`src/rtl/seg_mem_arbiter.sv`:
```
// Round-robin arbiter: one fixed-latency access at a time to a shared 64 KiB single-port memory.
// Optional per-segment write protect is compiled in with `define SEG_WRITE_PROTECT_EN.
module seg_mem_arbiter #(
  parameter int NREQ = 4,
  parameter int LAT  = 2
) (
  input  logic                clk,
  input  logic                rst_n,
  input  logic [NREQ-1:0]     req,
  input  logic [NREQ-1:0]     req_we,
  input  logic [16*NREQ-1:0]  req_addr,
  input  logic [7:0]          wp_mask,
  output logic [NREQ-1:0]     ack,
  output logic [NREQ-1:0]     err,
  output logic                mem_en,
  output logic                mem_we,
  output logic [15:0]         mem_addr,
  output logic [2:0]          mem_seg,
  output logic                busy
);

  localparam int PW = (NREQ > 1) ? $clog2(NREQ) : 1;
  localparam int CW = $clog2(LAT + 1);
  localparam logic [PW:0] NREQ_W = (PW+1)'(NREQ);

  typedef enum logic [1:0] {IDLE, ACCESS, DONE} state_e;

  state_e          state_q, state_d;
  logic [PW-1:0]   ptr_q, ptr_d;
  logic [PW-1:0]   gnt_q, gnt_d;
  logic [CW-1:0]   cnt_q, cnt_d;
  logic            mem_en_q, mem_en_d;
  logic            mem_we_q, mem_we_d;
  logic [15:0]     addr_q, addr_d;
  logic [NREQ-1:0] ack_q, ack_d;
  logic [NREQ-1:0] err_q, err_d;

  logic            found;
  logic [PW-1:0]   pick;
  logic [PW:0]     sum;
  logic [15:0]     pick_addr;
  logic            reject;

  // Scan from ptr upward, wrapping modulo NREQ; first requester found wins.
  always_comb begin
    found = 1'b0;
    pick  = '0;
    sum   = '0;
    for (int k = 0; k < NREQ; k++) begin
      sum = {1'b0, ptr_q} + (PW+1)'(k);
      if (sum >= NREQ_W) sum = sum - NREQ_W;
      if (!found && req[sum[PW-1:0]]) begin
        found = 1'b1;
        pick  = sum[PW-1:0];
      end
    end
  end

  assign pick_addr = req_addr[{pick, 4'b0000} +: 16];

`ifdef SEG_WRITE_PROTECT_EN
  assign reject = req_we[pick] && wp_mask[pick_addr[15:13]];
`else
  logic wp_unused;
  assign wp_unused = ^wp_mask;
  assign reject    = 1'b0;
`endif

  always_comb begin
    state_d  = state_q;
    ptr_d    = ptr_q;
    gnt_d    = gnt_q;
    cnt_d    = cnt_q;
    mem_en_d = mem_en_q;
    mem_we_d = mem_we_q;
    addr_d   = addr_q;
    ack_d    = '0;
    err_d    = '0;
    case (state_q)
      IDLE: if (found) begin
        gnt_d = pick;
        if (reject) begin
          state_d     = DONE;
          err_d[pick] = 1'b1;
        end else begin
          state_d  = ACCESS;
          mem_en_d = 1'b1;
          mem_we_d = req_we[pick];
          addr_d   = pick_addr;
          cnt_d    = CW'(LAT);
        end
      end
      ACCESS: begin
        if (cnt_q == CW'(1)) begin
          state_d      = DONE;
          mem_en_d     = 1'b0;
          ack_d[gnt_q] = 1'b1;
        end else begin
          cnt_d = cnt_q - 1'b1;
        end
      end
      DONE: begin
        state_d = IDLE;
        ptr_d   = (gnt_q == PW'(NREQ-1)) ? '0 : gnt_q + 1'b1;
      end
      default: state_d = IDLE;
    endcase
  end

  always_ff @(posedge clk or negedge rst_n) begin
    if (!rst_n) begin
      state_q  <= IDLE;
      ptr_q    <= '0;
      gnt_q    <= '0;
      cnt_q    <= '0;
      mem_en_q <= 1'b0;
      mem_we_q <= 1'b0;
      addr_q   <= '0;
      ack_q    <= '0;
      err_q    <= '0;
    end else begin
      state_q  <= state_d;
      ptr_q    <= ptr_d;
      gnt_q    <= gnt_d;
      cnt_q    <= cnt_d;
      mem_en_q <= mem_en_d;
      mem_we_q <= mem_we_d;
      addr_q   <= addr_d;
      ack_q    <= ack_d;
      err_q    <= err_d;
    end
  end

  assign ack      = ack_q;
  assign err      = err_q;
  assign mem_en   = mem_en_q;
  assign mem_we   = mem_we_q;
  assign mem_addr = addr_q;
  assign mem_seg  = addr_q[15:13];
  assign busy     = (state_q != IDLE);

endmodule

```
`config.mk`:
```
export PLATFORM = sky130hd
export DESIGN_NAME = seg_mem_arbiter
export DESIGN_NICKNAME = d
export VERILOG_FILES = /design/src/rtl/seg_mem_arbiter.sv
export SDC_FILE = /design/constraint.sdc
export NUM_CORES = 1
export LEC_CHECK = 0
export BUFFER_PORTS_ARGS = -buffer_cell sky130_fd_sc_hd__buf_4
export CELL_PAD_IN_SITES_DETAIL_PLACEMENT = 1
export CELL_PAD_IN_SITES_GLOBAL_PLACEMENT = 1
export CORE_MARGIN = 2
export CORE_UTILIZATION = 32
export CTS_CLUSTER_DIAMETER = 80
export DETAILED_ROUTE_END_ITERATION = 10
export PLACE_DENSITY = 0.83
export SYNTH_ARGS = -nofsm -noshare
export SYNTH_HDL_FRONTEND = slang
export SYNTH_SLANG_ARGS = --single-unit
```
`constraint.sdc`:
```
create_clock -name clk -period 2.45 [get_ports clk]
set_clock_uncertainty 0.2 [all_clocks]
set_input_delay 0.735 -clock clk [delete_from_list [all_inputs] [get_ports clk]]
set_output_delay 0.735 -clock clk [all_outputs]
set_load 0.02 [all_outputs]
```
==> impl_metrics.yaml <==
synth:
  synth_area_um2: 1932
  synth_top_family_by_area: "multiplexers"
  yosys_warnings: 0
  syn_inst: 168
  synthAdderAreaFrac_pct: 3.238
  synth_compound_area_share_pct: 18.20
  synth.area.top_cells: "dfrtp_1 (39%), mux2i_1 (18%), o221ai_2 (9.3%)"
  synth.largest_area_cell: "dfrtp_1"
  synth.avg_cell_area_um2: 11.50
  ys_seq_area_share_pct: 38.86
  async_flop_share_pct: 100.0
  synth_mux_area_share_pct: 18.98
  synth_edf_count: 0
  synth-simple-area-share_pct: 10.49
  synth_top_area_share_pct: 38.86
  netlist-cell-type-count: 39
  ys_ff_latch: 30
  synth_flop_cell: "dfrtp_1"
  synthXorXnorAreaFrac_pct: 0
timing:
  layout_setup_ws_ns: 0.2925
  setup_violations: 0
  period_needed_ns: 2.157
  rsz0062_at_grt: "no"
  hold_viol_final: 0
  fin_tns_setup_ns: 0
  finalCritPeriodShare_pct: 88.06
  max_freq_mhz: 463.5
  drv_slew: 0
critical_path:
  crit_slowest_cell: "dfrtp_1"
  crit_fanout: 13
  cpPeakStageDelay_ns: 0.53
  crit_type: "flip-flop to flip-flop"
  critPathCaptureType: "flip-flop"
  crit_chain: "mux2_4 -> o221ai_4 -> buf_4 -> mux2i_1 -> o221ai_2"
  cp.required_ns: 2.40
  setup.worst_path.start_class: "flip-flop"
  cp.arrival_ns: 2.11
final_layout:
  layout_common_cells: "buf_4 (105), mux2i_1 (34), dfrtp_1 (30), nand2_1 (21), o221ai_2 (11)"
  stdcell_count: 345
  fin_nets: 357
  final_common_cell: "buf_4"
  syn2layout_area_growth_pct: 45.01
  final_core_util_pct: 47.60
  n_antenna_cell: 0
  drive_gt1_share_pct: 49.26
  n_fill_cell: 676
cts:
  cts_buffers: 5
  clock-sinks: 30
  clockBufferDepth: 2
  clock-root-buffer: "clkbuf_8"
  ctsHoldBuffers: 0
  cts_setup_buffers: 0
  cts_tree: "built"
  postCtsResizedCells: 0
  clk_latency_ns: 0.28
  cts.clk_slew.worst_paths_ns: 0.06
  htree_levels: 2
routing:
  drtIter0Drc: 49
  drt-total-wl_um: 5497
  firstDrtPassIters: 3
  vias: 1707
  routedWlPerCell_um: 15.93
  route.detailed.drc: 0
  avgViaCountPerCell: 4.948
  drt.antenna.violating_nets: 0
global_routing:
  grt_pass1_wl_um: 8659
  grt_max_degree: 31
  track_usage_pct: 17.46
  grt_overflow: 0
  antenna_found_initial: 0
  grt_pass1_vias: 1743
floorplan:
  initial_core_util_pct: 32.82
  die_h_um: 81.70
  die-width_um: 81.70
  core_area_um2: 5886
  pin_count: 112
  dieArea_um2: 6675
  num_rows: 28
power:
  p_int_mw: 1.736
  p_comb_share_pct: 57.6
  leakagePower_nw: 1.441
  cellPowerDensity_nw_per_um2: 1063
  p_clk_share_pct: 12.4
  vdd_drop_max_uv: 358.7
  pwr-share-seq_pct: 30.0
  p_switching_mw: 1.241
  power_mw: 2.977
  swShare_pct: 41.68
placement:
  place_inst: 338
  place_hpwl_um: 4379
  pre_cts_slack_ns: -0.003147
  portBuffers: 99
  place_congestion: 0.7534
run_status:
  status: "finished clean"
job:
  cap_violations: 0
worst_hold_path:
  hold_class: "primary input to asynchronous set/reset pin"
[sequential cells by signal, indices dropped and copies added (netlist names)]
signal	count
mem_addr	16
ack	4
cnt_q	2
gnt_q	2
ptr_q	2
state_q	2
mem_en	1
mem_we	1
[layer usage]
layer,vias to the layer above,routed length [um],track usage [%]
met4,0,59,5.667
met5,-,0,0
li1,808,-,-
met3,8,400,4.725
met2,52,3086,33.36
met1,839,1950,18.39
[area by class of cell]
| cell class | count | area (um^2) | area share (%) |
|---|---|---|---|
| multi-input combinational | 119 | 1010 | 36.04 |
| timing repair buffer | 108 | 848.3 | 30.28 |
| sequential | 30 | 750.7 | 26.80 |
| tap | 75 | 93.84 | 3.350 |
| clock buffer | 7 | 76.32 | 2.724 |
| inverter | 6 | 22.52 | 0.8039 |
[Yosys cell counts, types with 3 or more instances]
cell      instances
a21oi_1           3
and2_1            4
buf_12            3
buf_4             7
buf_6             3
dfrtp_1          30
ha_1              5
inv_1             6
mux2i_1          34
nand2_1          21
nor2_1            6
o221ai_1          5
o221ai_2         12
[worst max-delay path, delay by kind of cell (launching register included)]
| kind | cells | cell delay (ns) |
|---|---|---|
| multiplexers | 2 | 0.66 |
| flip-flops | 1 | 0.53 |
| AO/OA/AOI/OAI | 2 | 0.34 |
| buffers and inverters | 1 | 0.29 |
[cell families (layout without fill, tap and decap cells)]
| logic type | Yosys count | in the layout |
|---|---|---|
| other cells | 1 | 4 |
| mux | 36 | 36 |
| buf+inv | 22 | 121 |
| compound gates | 33 | 33 |
| fa+ha+maj | 5 | 5 |
| flops | 30 | 30 |
| simple gates | 41 | 41 |
[worst paths after layout]
check / start / endpoint / slack, ns / cells after the start
max in group asynchronous: rst_n / ack[0] / 1.58 / 1
min in group clk: mem_addr[5] / mem_addr[5] / 0.29 / 2
setup reg to reg: ptr_q[1] / mem_addr[3] / 0.29 / 5
hold / removal: rst_n / mem_addr[15] / 0.19 / 1
hold reg to reg: mem_addr[5] / mem_addr[5] / 0.29 / 2
setup / recovery: ptr_q[1] / mem_addr[3] / 0.29 / 5
[metrics by stage]
step	hold slack, ns	area [um^2]
6_report	0.1861	2801
5_1_grt	0.2096	2801
4_1_cts	0.1853	2801
3_5_place_dp	0.2820	2725
3_3_place_gp	0.2709	2725
2_1_floorplan	0.2394	1943
[power groups by stage]
| stage | Combinational [mW] | Clock (mW) | Sequential, mW |
|---|---|---|---|
| global route | 1.88 | 0.417 | 0.924 |
| global placement | 1.69 | 0 | 0.882 |
| detailed placement | 1.75 | 0 | 0.900 |
| CTS | 1.76 | 0.393 | 0.892 |
| floorplan | 1.05 | 0 | 1.03 |
| finish | 1.71 | 0.370 | 0.892 |
No activity file was read; power rests on OpenSTA's default activity.
